## config.mk

```make
export PLATFORM = sky130hd
export DESIGN_NAME = load_store_unit
export DESIGN_NICKNAME = d
export VERILOG_FILES = /design/src/rtl/lsu_pkg.sv /design/src/rtl/lsu_lane.sv /design/src/rtl/load_store_unit.sv
export SDC_FILE = /design/constraint.sdc
export NUM_CORES = 1
export LEC_CHECK = 0
export ABC_CLOCK_PERIOD_IN_PS = 3100
export CORE_MARGIN = 4
export CORE_UTILIZATION = 25
export CTS_CLUSTER_DIAMETER = 100
export DETAILED_ROUTE_END_ITERATION = 8
export PLACE_DENSITY = 0.46
export SLEW_MARGIN = 20
export SYNTH_ARGS = -nofsm -noshare
export SYNTH_HDL_FRONTEND = slang
export SYNTH_SLANG_ARGS = --single-unit
export TNS_END_PERCENT = 100
```

## constraint.sdc

```tcl
create_clock -name clk -period 3.1 [get_ports clk]
set_input_delay 0.93 -clock clk [delete_from_list [all_inputs] [get_ports clk]]
set_output_delay 0.93 -clock clk [all_outputs]
set_load 0.05 [all_outputs]
```

## src/rtl/lsu_pkg.sv

```systemverilog
// Shared types, funct3 codes and request legality helpers for the load/store unit.
package lsu_pkg;

    typedef enum logic [1:0] {
        IDLE  = 2'd0,
        READ  = 2'd1,
        WRITE = 2'd2,
        RESP  = 2'd3
    } lsu_state_e;

    localparam logic [2:0] F3_B  = 3'b000;
    localparam logic [2:0] F3_H  = 3'b001;
    localparam logic [2:0] F3_W  = 3'b010;
    localparam logic [2:0] F3_BU = 3'b100;
    localparam logic [2:0] F3_HU = 3'b101;

    function automatic logic f3_illegal(input logic store, input logic [2:0] f3);
        if (store) begin
            return !(f3 == F3_B || f3 == F3_H || f3 == F3_W);
        end
        return !(f3 == F3_B || f3 == F3_H || f3 == F3_W || f3 == F3_BU || f3 == F3_HU);
    endfunction

    // funct3[1:0] encodes the access size: 00 byte, 01 half, 10 word
    function automatic logic misaligned(input logic [2:0] f3, input logic [1:0] off);
        return (f3[1:0] == 2'b01 && off[0]) || (f3[1:0] == 2'b10 && off != 2'b00);
    endfunction

endpackage

```

## src/rtl/lsu_lane.sv

```systemverilog
// Byte/half lane handling: load extract with sign/zero extension, and sub-word store merge.
module lsu_lane
    import lsu_pkg::*;
#(
    parameter int unsigned DATA_WIDTH = 32
) (
    input  logic [DATA_WIDTH-1:0] word,
    input  logic [1:0]            offset,
    input  logic [2:0]            funct3,
    input  logic [DATA_WIDTH-1:0] wdata,
    output logic [DATA_WIDTH-1:0] load_val,
    output logic [DATA_WIDTH-1:0] merged
);

    logic [7:0]  byte_sel;
    logic [15:0] half_sel;

    always_comb begin
        byte_sel = word[{offset, 3'b000} +: 8];
        half_sel = word[{offset[1], 4'b0000} +: 16];

        load_val = word;
        case (funct3)
            F3_B:    load_val = {{(DATA_WIDTH-8){byte_sel[7]}}, byte_sel};
            F3_BU:   load_val = {{(DATA_WIDTH-8){1'b0}}, byte_sel};
            F3_H:    load_val = {{(DATA_WIDTH-16){half_sel[15]}}, half_sel};
            F3_HU:   load_val = {{(DATA_WIDTH-16){1'b0}}, half_sel};
            default: load_val = word;
        endcase

        // Sub-word stores keep the surrounding bytes of the word just read
        merged = wdata;
        case (funct3)
            F3_B: begin
                merged = word;
                merged[{offset, 3'b000} +: 8] = wdata[7:0];
            end
            F3_H: begin
                merged = word;
                merged[{offset[1], 4'b0000} +: 16] = wdata[15:0];
            end
            default: merged = wdata;
        endcase
    end

endmodule

```

## src/rtl/load_store_unit.sv

```systemverilog
// Data-memory initiator: turns CPU load/store requests into word accesses, with RMW for SB/SH.
module load_store_unit
    import lsu_pkg::*;
#(
    parameter int unsigned ADDRESS_WIDTH = 18,
    parameter int unsigned DATA_WIDTH    = 32
) (
    input  logic                     clk,
    input  logic                     rst_n,
    input  logic                     req_valid,
    output logic                     req_ready,
    input  logic                     req_store,
    input  logic [2:0]               req_funct3,
    input  logic [DATA_WIDTH-1:0]    req_addr,
    input  logic [DATA_WIDTH-1:0]    req_wdata,
    output logic                     rsp_valid,
    output logic [DATA_WIDTH-1:0]    rsp_rdata,
    output logic                     rsp_err,
    output logic [ADDRESS_WIDTH-1:0] mem_addr,
    output logic                     mem_wen,
    output logic [DATA_WIDTH-1:0]    mem_wdata,
    input  logic [DATA_WIDTH-1:0]    mem_rdata
);

    lsu_state_e state_q, state_d;

    logic                     store_q, store_d;
    logic [2:0]               f3_q, f3_d;
    logic [1:0]               off_q, off_d;
    logic [DATA_WIDTH-1:0]    wdata_q, wdata_d;
    logic                     ready_d;
    logic                     rsp_valid_d;
    logic [DATA_WIDTH-1:0]    rsp_rdata_d;
    logic                     rsp_err_d;
    logic [ADDRESS_WIDTH-1:0] mem_addr_d;
    logic                     mem_wen_d;
    logic [DATA_WIDTH-1:0]    mem_wdata_d;

    logic [DATA_WIDTH-1:0]    load_val;
    logic [DATA_WIDTH-1:0]    merged;

    // Address bits above the memory range wrap away
    logic unused_addr_hi;
    assign unused_addr_hi = ^req_addr[DATA_WIDTH-1:ADDRESS_WIDTH+2];

    lsu_lane #(.DATA_WIDTH(DATA_WIDTH)) u_lane (
        .word     (mem_rdata),
        .offset   (off_q),
        .funct3   (f3_q),
        .wdata    (wdata_q),
        .load_val (load_val),
        .merged   (merged)
    );

    always_ff @(posedge clk or negedge rst_n) begin
        if (!rst_n) begin
            state_q   <= IDLE;
            store_q   <= 1'b0;
            f3_q      <= 3'b000;
            off_q     <= 2'b00;
            wdata_q   <= '0;
            req_ready <= 1'b1;
            rsp_valid <= 1'b0;
            rsp_rdata <= '0;
            rsp_err   <= 1'b0;
            mem_addr  <= '0;
            mem_wen   <= 1'b0;
            mem_wdata <= '0;
        end else begin
            state_q   <= state_d;
            store_q   <= store_d;
            f3_q      <= f3_d;
            off_q     <= off_d;
            wdata_q   <= wdata_d;
            req_ready <= ready_d;
            rsp_valid <= rsp_valid_d;
            rsp_rdata <= rsp_rdata_d;
            rsp_err   <= rsp_err_d;
            mem_addr  <= mem_addr_d;
            mem_wen   <= mem_wen_d;
            mem_wdata <= mem_wdata_d;
        end
    end

    // Next state plus next value of every registered output
    always_comb begin
        state_d     = state_q;
        store_d     = store_q;
        f3_d        = f3_q;
        off_d       = off_q;
        wdata_d     = wdata_q;
        rsp_valid_d = 1'b0;
        rsp_rdata_d = '0;
        rsp_err_d   = 1'b0;
        mem_addr_d  = mem_addr;
        mem_wen_d   = 1'b0;
        mem_wdata_d = mem_wdata;

        case (state_q)
            IDLE: begin
                if (req_valid && req_ready) begin
                    store_d    = req_store;
                    f3_d       = req_funct3;
                    off_d      = req_addr[1:0];
                    wdata_d    = req_wdata;
                    mem_addr_d = req_addr[ADDRESS_WIDTH+1:2];
                    if (f3_illegal(req_store, req_funct3) || misaligned(req_funct3, req_addr[1:0])) begin
                        state_d     = RESP;
                        rsp_valid_d = 1'b1;
                        rsp_err_d   = 1'b1;
                    end else if (req_store && req_funct3 == F3_W) begin
                        state_d     = WRITE;
                        mem_wen_d   = 1'b1;
                        mem_wdata_d = req_wdata;
                    end else begin
                        state_d = READ;
                    end
                end
            end
            READ: begin
                if (store_q) begin
                    state_d     = WRITE;
                    mem_wen_d   = 1'b1;
                    mem_wdata_d = merged;
                end else begin
                    state_d     = RESP;
                    rsp_valid_d = 1'b1;
                    rsp_rdata_d = load_val;
                end
            end
            WRITE: begin
                state_d     = RESP;
                rsp_valid_d = 1'b1;
            end
            RESP: begin
                state_d = IDLE;
            end
            default: begin
                state_d = IDLE;
            end
        endcase

        ready_d = (state_d == IDLE);
    end

endmodule

```

# == After elaboration in Yosys (flattened, before gate mapping) ==
# Cells that the tools add are included.
# word_totals
ff_bits,126
inputBits,103
wordCells,89
# classes
add_sub_neg,2
n_eq_ne,16
shifts,6
mux,33
n_reduce_logical,20
# op_table
operator,count
two-way mux 32 bit,6
one-hot mux 32 bit (2 select lines),2
one-hot mux 32 bit (4 select lines),1
bitwise mux 32 bit,2
variable shift 16 x 7 -> 32 bit (first input constant),1
variable shift 8 x 7 -> 32 bit (first input constant),1
indexed part select 16 x 7 -> 32 bit,1
indexed part select 32 x 6 -> 16 bit,1
indexed part select 32 x 6 -> 8 bit,1
indexed part select 8 x 7 -> 32 bit,1
two-way mux 1 bit,16
negation 5 -> 7 bit,2
equality test 3 bit (second input constant),4
!= test 2 bit (second input constant),4
one-hot mux 2 bit (4 select lines),1
equality test 2 bit (second input constant),3
equality test 3 x 1 -> 1 bit (second input constant),2
logical NOT 3 bit,2
logical OR 1 bit,6
two-way mux 2 bit,3
AND reduction 5 bit,1
equality test 2 x 1 -> 1 bit (second input constant),2
logical AND 1 bit,4
logical NOT 2 bit,2
6 further kinds,8

# == Longest topological paths before layout ==
# Gate-level depths: netlist of the first run.
# logic_depth
ltp_word,14
mapped_depth,10
ltp_nobuf,6

# == Cells and area by module ==
# Synthesis of the first run repeated with hierarchy kept, for this count alone.
# hier_totals
hier_cells,776
hier_area_um2,6672.6
# by_module_without_submodules
mod,n_inst,cells_per_inst,area_each_um2
load_store_unit,1,482,4962.3
lsu_lane,1,294,1710.4

# == Least setup slack after synthesis of the first run ==
# OpenSTA, ideal clock, no wires.
# synth_path
path_type,register to register
start,register off_q[1]
end,register mem_wdata[21]
setup_ns,0.126
arrival_time_ns,2.437
t_required_ns,2.974
setup_slack_ns,0.537
stages_incl_launch_ff,10
period_less_slack_ns,2.563
path_cell_list,dfrtp_1 -> buf_2 -> buf_4 -> clkinv_1 -> ha_1 -> and3b_1 -> clkbuf_1 -> a221oi_1 -> a211oi_1 -> o32a_1
# synth_via
elab_chain_cells,6
word_cells_on_any_way,11
# synth_lines
item,line_no,source
from (decl),load_store_unit.sv:29,"logic [1:0] off_q, off_d;"
from (signal assigned),load_store_unit.sv:60,off_q <= 2'b00;
from (signal assigned),load_store_unit.sv:73,off_q <= off_d;
"negation 5 -> 7 bit, on equally long branches","lsu_lane.sv:40, lsu_lane.sv:36",
indexed part select 16 x 7 -> 32 bit (tied with other cells),lsu_lane.sv:40,"merged[{offset[1], 4'b0000} +: 16] = wdata[15:0];"
"bitwise mux 32 bit, on equally long branches","lsu_lane.sv:40, lsu_lane.sv:36",
one-hot mux 32 bit (2 select lines) *,lsu_lane.sv:33,case (funct3)
two-way mux 32 bit *,load_store_unit.sv:121,if (store_q) begin
one-hot mux 32 bit (2 select lines) *,load_store_unit.sv:99,case (state_q)
to (signal assigned),load_store_unit.sv:81,mem_wdata <= mem_wdata_d;
to (decl),load_store_unit.sv:21,"output logic [DATA_WIDTH-1:0] mem_wdata,"
# Mark *: on every way between the ends. The rest lies on a longest branch, timed or not. The select of a mux whose other input is x is not followed.
# A chain may end at the register's enable or synchronous reset.

# == Final worst setup path of the first run ==
# layout_path
start,register req_ready
end,output port req_ready
# layout_lines
item,line_no,source
from (decl),load_store_unit.sv:11,"output logic req_ready,"
from (signal assigned),load_store_unit.sv:75,req_ready <= ready_d;
# No word-level cell between the ends.

==> results.sh, run 1 <==
export IMPL_cts_sinks=126
export IMPL_wirelength_mm=25.3
export IMPL_grt_util_met1_pct=25.1
export IMPL_drive_above_1_share_pct=10.6
export IMPL_grt_util_all_layers_pct=17.7
export IMPL_rows=58
export IMPL_worstSetupPathType="reg2out"
export IMPL_clk_pin_slew_worst_paths_ns=0.06
export IMPL_drv_slew=0
export IMPL_end_kind="output port"
export IMPL_finalSetupViolCount=0
export IMPL_leakage_nw=4.14
export IMPL_hold_class="in2async"
export IMPL_fmaxAchievable_ghz=0.357
export IMPL_synth_flop_cell="dfrtp_1"
export IMPL_syn_area_um2=6550
export IMPL_antenna_found_initial=0
export IMPL_synth_edf_count=0
export IMPL_synthAdderAreaFrac_pct=1.72
export IMPL_grt_busiest_layer="met2"
export IMPL_synth_fp_nets=793
export IMPL_numCtsBuffers=17
export IMPL_clk_latency_ns=0.42
export IMPL_max_stage_delay_ns=0.85
export IMPL_max_slew_margin_pct=29.5
export IMPL_path_cells="clkdlybuf4s50_1"
export IMPL_gp_congestion=0.845
export IMPL_dieArea_um2=28800
export IMPL_synth_area_leaders="dfrtp_1, nand2_1, mux4_2"
export IMPL_dieHeight_um=170
export IMPL_status="completed"
export IMPL_vias_per_cell=5.05
export IMPL_grt_pass1_wl_mm=39.0
export IMPL_fin_crit_sh_pct=90.4
export IMPL_firstDrtPassIters=5
export IMPL_hold_viol_final=0
export IMPL_post_cts_buffers=0
export IMPL_pwr_density_cell_nw_per_um2=1240
export IMPL_synth_simple_gate_area_share_pct=16.6
export IMPL_htreeDepth=4
export IMPL_synth_compound_area_share_pct=24.5
export IMPL_yosysWarnings=0
export IMPL_area_delta_synth_final_pct=43.3
export IMPL_syn_avg_cell_area_um2=9.61
export IMPL_overflow=0
export IMPL_holdBufCountCts=0
export IMPL_fin_crit_ns=2.80
export IMPL_cts_tree="yes"
export IMPL_holdWs_ns=0.437
export IMPL_grt_pass1_vias=6120
export IMPL_cts_root_buf="clkbuf_16"
export IMPL_n_antenna_cell=0
export IMPL_fin_tns_setup_ns=0
export IMPL_yosysSeqAreaShare_pct=48.2
export IMPL_port_buffers=176
export IMPL_synth_seq_cells=126
export IMPL_synth_top_area_cell="dfrtp_1"
export IMPL_crit_fanout=7
export IMPL_ctsResizeCount=0
export IMPL_clock_skew_ns=0.00969
export IMPL_drc=0
export IMPL_arrival_ns=1.87
export IMPL_ys_async_sr_fraction_pct=100
export IMPL_synth_top_family_by_area="compound AO/OA/AOI/OAI gates"
export IMPL_ioPinCount=189
export IMPL_grt_util_met3_pct=3.32
export IMPL_dp_hpwl_mm=18.8
export IMPL_start_util_pct=25.7
export IMPL_ir_drop_mv=0.485
export IMPL_crit_required_ns=2.17
export IMPL_core_um2=25500
export IMPL_ys_types=55
export IMPL_cp_slowest_cell="clkdlybuf4s50_1"
export IMPL_initialDrtViolationCount=443
export IMPL_layout_nets=964
export IMPL_netlist_instances=681
export IMPL_max_cap_violations=0
export IMPL_wl_per_cell_um=21.2
export IMPL_synthXorXnorAreaFrac_pct=0
export IMPL_postPlaceCellArea_um2=8770
export IMPL_ant_nets=0
export IMPL_reg2reg_depth=6
export IMPL_die_x_um=170
export IMPL_grt_max_degree=47
export IMPL_use_met2_pct=27.9
export IMPL_synthMuxAreaShare_pct=4.45
export IMPL_clk_path_buf_depth=2
export IMPL_design_area_um2=9380
export IMPL_fillers=2617
export IMPL_vias=6032
export IMPL_crit_family="buffers and inverters"
export IMPL_rsz0062_at_grt="no"
export IMPL_crit_cells=1
export IMPL_synth_top_cell_area_share_pct=47.8
export IMPL_worst_pin_slew_ns=1.05
export IMPL_start_kind="flop"
export IMPL_cp_num_buf_inv=1
## per-stage QoR
stage                     util [%]  power [W]  setup WS [ns]  std cells
final                         36.8     0.0116          0.299       1195
after CTS                     36.8     0.0117          0.270       1195
after global placement        34.4    0.00951         0.0715       1163
after detailed placement      34.4    0.00953         0.0605       1163
after floorplan                  -    0.00725          0.537        681
after global routing          36.8     0.0123          0.234       1195
## worst paths after layout
check | from | to | slack (ns)
min in group clk | mem_addr[4]$_DFFE_PN0P_ | mem_addr[4]$_DFFE_PN0P_ | 0.47
min reg2reg | mem_addr[4]$_DFFE_PN0P_ | mem_addr[4]$_DFFE_PN0P_ | 0.47
max reg2reg | state_q[1]$_DFF_PN0_ | mem_wdata[28]$_DFFE_PN0P_ | 0.37
min | rst_n | rsp_rdata[29]$_DFF_PN0_ | 0.44
max in group asynchronous | rst_n | req_ready$_DFF_PN1_ | 2.00
max | req_ready$_DFF_PN1_ | req_ready | 0.30
## kinds of logic (layout without fill, tap and decap cells)
kind of cell               after synthesis  count (layout)
DFF                                    126             126
buffers and inverters                   70             254
and+or+nand+nor                        236             236
muxes                                   19              19
AOI/OAI and AO/OA                      221             221
adders and majority gates                9               9
## area by class of cell
type	instances	area, um2	area share (%)
Timing Repair Buffer	206	2040	21.7
Multi-Input combinational cell	485	3100	33.1
Tap cell	330	413	4.40
Sequential cell	126	3150	33.6
Clock inverter	15	184	1.96
Inverter	16	60.1	0.640
Clock buffer	17	425	4.54
## Yosys cell counts (all sizes together), types with 10 or more instances
cell	number
a221oi	17
nand2	156
o21ai	28
a31oi	25
dfrtp	125
mux2i	10
buf	22
inv	14
o22ai	15
a21o	23
nor2	21
clkbuf	32
a21oi	36
nand4	16
nor2b	13
## sequential cells by signal, indices dropped and copies added, names as in the netlist
register	cells
mem_wdata	32
req_ready	1
rsp_valid	1
state_q	2
off_q	2
mem_addr	18
mem_wen	1
f3_q	3
rsp_err	1
rsp_rdata	32
store_q	1
wdata_q	32
## power by group
| part | internal (W) | total (W) | switching [W] | leakage, nW |
|---|---|---|---|---|
| sequential | 0.00241 | 0.00294 | 0.000531 | 1.58 |
| clock | 0.00128 | 0.00211 | 0.000831 | 0.291 |
| combinational | 0.00232 | 0.00657 | 0.00425 | 2.27 |
| total | 0.00600 | 0.0116 | 0.00562 | 4.14 |
## layout by cell type, fill, tap and decap left out, types with 17 or more instances in the layout
cell	synthesis	final
clkdlybuf4s50_1	0	175
nand2_1	155	155
dfrtp_1	125	125
a21oi_1	35	35
o21ai_0	27	27
buf_4	4	26
a31oi_1	25	25
a21o_1	23	23
nor2_1	21	20
a221oi_1	17	17
clkbuf_16	0	17
## routing by layer
layer / vias to the layer above / wire (um) / share of wire [%]
met3: 23 / 1490 / 5.9
met4: 0 / 361 / 1.4
li1: 2854 / - / -
met2: 216 / 11700 / 46
met1: 2939 / 11800 / 47
met5: - / 0 / 0
(Power assumes the default switching activity.)
==> run 2, diff against run 1 <==
--- a/config.mk
+++ b/config.mk
@@ -7,10 +7,10 @@
 export LEC_CHECK = 0
 export ABC_CLOCK_PERIOD_IN_PS = 3100
 export CORE_MARGIN = 4
-export CORE_UTILIZATION = 25
+export CORE_UTILIZATION = 32
 export CTS_CLUSTER_DIAMETER = 100
 export DETAILED_ROUTE_END_ITERATION = 8
-export PLACE_DENSITY = 0.46
+export PLACE_DENSITY = 0.56
 export SLEW_MARGIN = 20
 export SYNTH_ARGS = -nofsm -noshare
 export SYNTH_HDL_FRONTEND = slang
==> constraint.sdc (replaced) <==
create_clock -name clk -period 3.1 [get_ports clk]
set_input_delay 0.93 -clock clk [delete_from_list [all_inputs] [get_ports clk]]
set_output_delay 0.93 -clock clk [all_outputs]
set_load 0.01 [all_outputs]
==> run 2 against run 1 <==
  * Routed wire length shrank 5.1%
  * Via count grew 3.6%
  * Critical path depth grew 4
  * Final cell count shrank 5.4%
  * Global-route usage grew 3.3 points
  * Clock skew grew 0.00084 ns
  * First-iteration DRC count grew 7.0%
  * Sequential power is essentially flat
  * Clock-buffer cell count grew 9
  * Maximum frequency grew 5.1%
  * Non-clock buffer count shrank 3
  * Register-to-register slack gained 0.19 ns
  * Largest cell class unchanged
==> results.sh, run 2 (same netlist as run 1, synthesis figures left out) <==
export IMPL_max_cap_violations=0
export IMPL_clock_skew_ns=0.0105
export IMPL_vias=6250
export IMPL_holdWs_ns=0.437
export IMPL_grt_pass1_wl_mm=36.3
export IMPL_fin_crit_sh_pct=86.0
export IMPL_drive_above_1_share_pct=9.99
export IMPL_antenna_found_initial=0
export IMPL_dp_hpwl_mm=17.9
export IMPL_dieHeight_um=151
export IMPL_ant_nets=0
export IMPL_crit_family="compound AO/OA/AOI/OAI gates"
export IMPL_end_kind="flop"
export IMPL_pwr_density_cell_nw_per_um2=1090
export IMPL_hold_class="in2async"
export IMPL_cts_sinks=126
export IMPL_htreeDepth=4
export IMPL_arrival_ns=3.01
export IMPL_grt_util_all_layers_pct=21.1
export IMPL_fmaxAchievable_ghz=0.375
export IMPL_reg_top3="mem_wdata x32, rsp_rdata x32, wdata_q x32"
export IMPL_vias_per_cell=5.53
export IMPL_path_cells="clkdlybuf4s50_1, mux4_2, nor2_1, a2111oi_4, a21o_1"
export IMPL_initialDrtViolationCount=474
export IMPL_grt_pass1_vias=6234
export IMPL_hold_viol_final=0
export IMPL_grt_util_met1_pct=28.5
export IMPL_dp_cells=1100
export IMPL_layout_nets=961
export IMPL_wl_per_cell_um=21.3
export IMPL_port_buffers=176
export IMPL_max_stage_delay_ns=0.89
export IMPL_gp_congestion=0.925
export IMPL_drc=0
export IMPL_layout_common_cells="clkdlybuf4s50_1, nand2_1, dfrtp_1"
export IMPL_start_util_pct=32.5
export IMPL_firstDrtPassIters=5
export IMPL_cts_tree="yes"
export IMPL_ir_drop_mv=0.479
export IMPL_numCtsBuffers=17
export IMPL_finalSetupViolCount=0
export IMPL_layout_commonest_cell="clkdlybuf4s50_1"
export IMPL_drv_slew=0
export IMPL_start_kind="input port"
export IMPL_worstSetupPathType="in2reg"
export IMPL_core_um2=20200
export IMPL_fin_crit_ns=2.67
export IMPL_clk_path_buf_depth=2
export IMPL_post_cts_buffers=0
export IMPL_fin_ws_ns=0.434
export IMPL_rsz0062_at_grt="no"
export IMPL_die_x_um=151
export IMPL_dieArea_um2=22800
export IMPL_cts_root_buf="clkbuf_16"
export IMPL_max_slew_margin_pct=32.6
export IMPL_grt_max_degree=64
export IMPL_status="completed"
export IMPL_clk_pin_slew_worst_paths_ns=0.06
export IMPL_place_ws_ns=0.0315
export IMPL_n_antenna_cell=0
export IMPL_rows=52
export IMPL_clk_latency_ns=0.42
export IMPL_fin_tns_setup_ns=0
export IMPL_worst_pin_slew_ns=1.01
export IMPL_cp_num_buf_inv=1
export IMPL_wirelength_mm=24.1
export IMPL_ioPinCount=189
export IMPL_grt_busiest_layer="met2"
export IMPL_leakage_nw=4.13
export IMPL_fin_cells=1131
export IMPL_crit_required_ns=3.45
export IMPL_holdBufCountCts=0
export IMPL_crit_fanout=16
export IMPL_overflow=0
export IMPL_ctsResizeCount=0
export IMPL_use_met2_pct=32.9
export IMPL_cp_slowest_cell="a2111oi_4"
export IMPL_grt_util_met3_pct=4.94
export IMPL_area_delta_synth_final_pct=41.4
[run 2: final timing paths]
path | slack, ns | cells after the start | to | from
worst max-delay path | 0.43 | 5 | rsp_rdata[22]$_DFF_PN0_ | mem_rdata[31]
worst min-delay path | 0.44 | 1 | rsp_rdata[1]$_DFF_PN0_ | rst_n
worst max register to register | 0.56 | 8 | mem_wdata[18]$_DFFE_PN0P_ | state_q[1]$_DFF_PN0_
worst min register to register | 0.48 | 2 | mem_addr[4]$_DFFE_PN0P_ | mem_addr[4]$_DFFE_PN0P_
max in group asynchronous | 1.87 | 2 | mem_addr[12]$_DFFE_PN0P_ | rst_n
min in group clk | 0.48 | 2 | mem_addr[4]$_DFFE_PN0P_ | mem_addr[4]$_DFFE_PN0P_
[run 2: through the flow]
| stage | utilization, % | total power (W) | area [um2] |
|---|---|---|---|
| final | 45.9 | 0.0101 | 9260 |
| after global routing | 45.9 | 0.0108 | 9260 |
| after CTS | 45.9 | 0.0102 | 9260 |
| after detailed placement | 42.8 | 0.00798 | 8630 |
| after global placement | 42.8 | 0.00787 | 8630 |
| after floorplan | - | 0.00582 | 6550 |
[run 2: area by class of cell]
| class | count | area, um2 |
|---|---|---|
| Fill cell | 1928 | 10900 |
| Sequential cell | 126 | 3150 |
| Multi-Input combinational cell | 485 | 3100 |
| Timing Repair Buffer | 203 | 1970 |
| Clock buffer | 26 | 529 |
| Tap cell | 270 | 338 |
| Clock inverter | 5 | 100 |
| Inverter | 16 | 60.1 |
[run 2: power by group]
part	total (W)	switching, W	leakage (nW)	internal, W
Clock	0.00213	0.000720	0.312	0.00141
Sequential	0.00297	0.000560	1.58	0.00241
Combinational	0.00503	0.00275	2.24	0.00227
Total	0.0101	0.00403	4.13	0.00609
[run 2: metal layers]
metal	up-vias	wire length [um]
met2	293	11200
li1	2842	-
met1	3071	10400
met3	44	1720
met4	0	690
met5	-	0
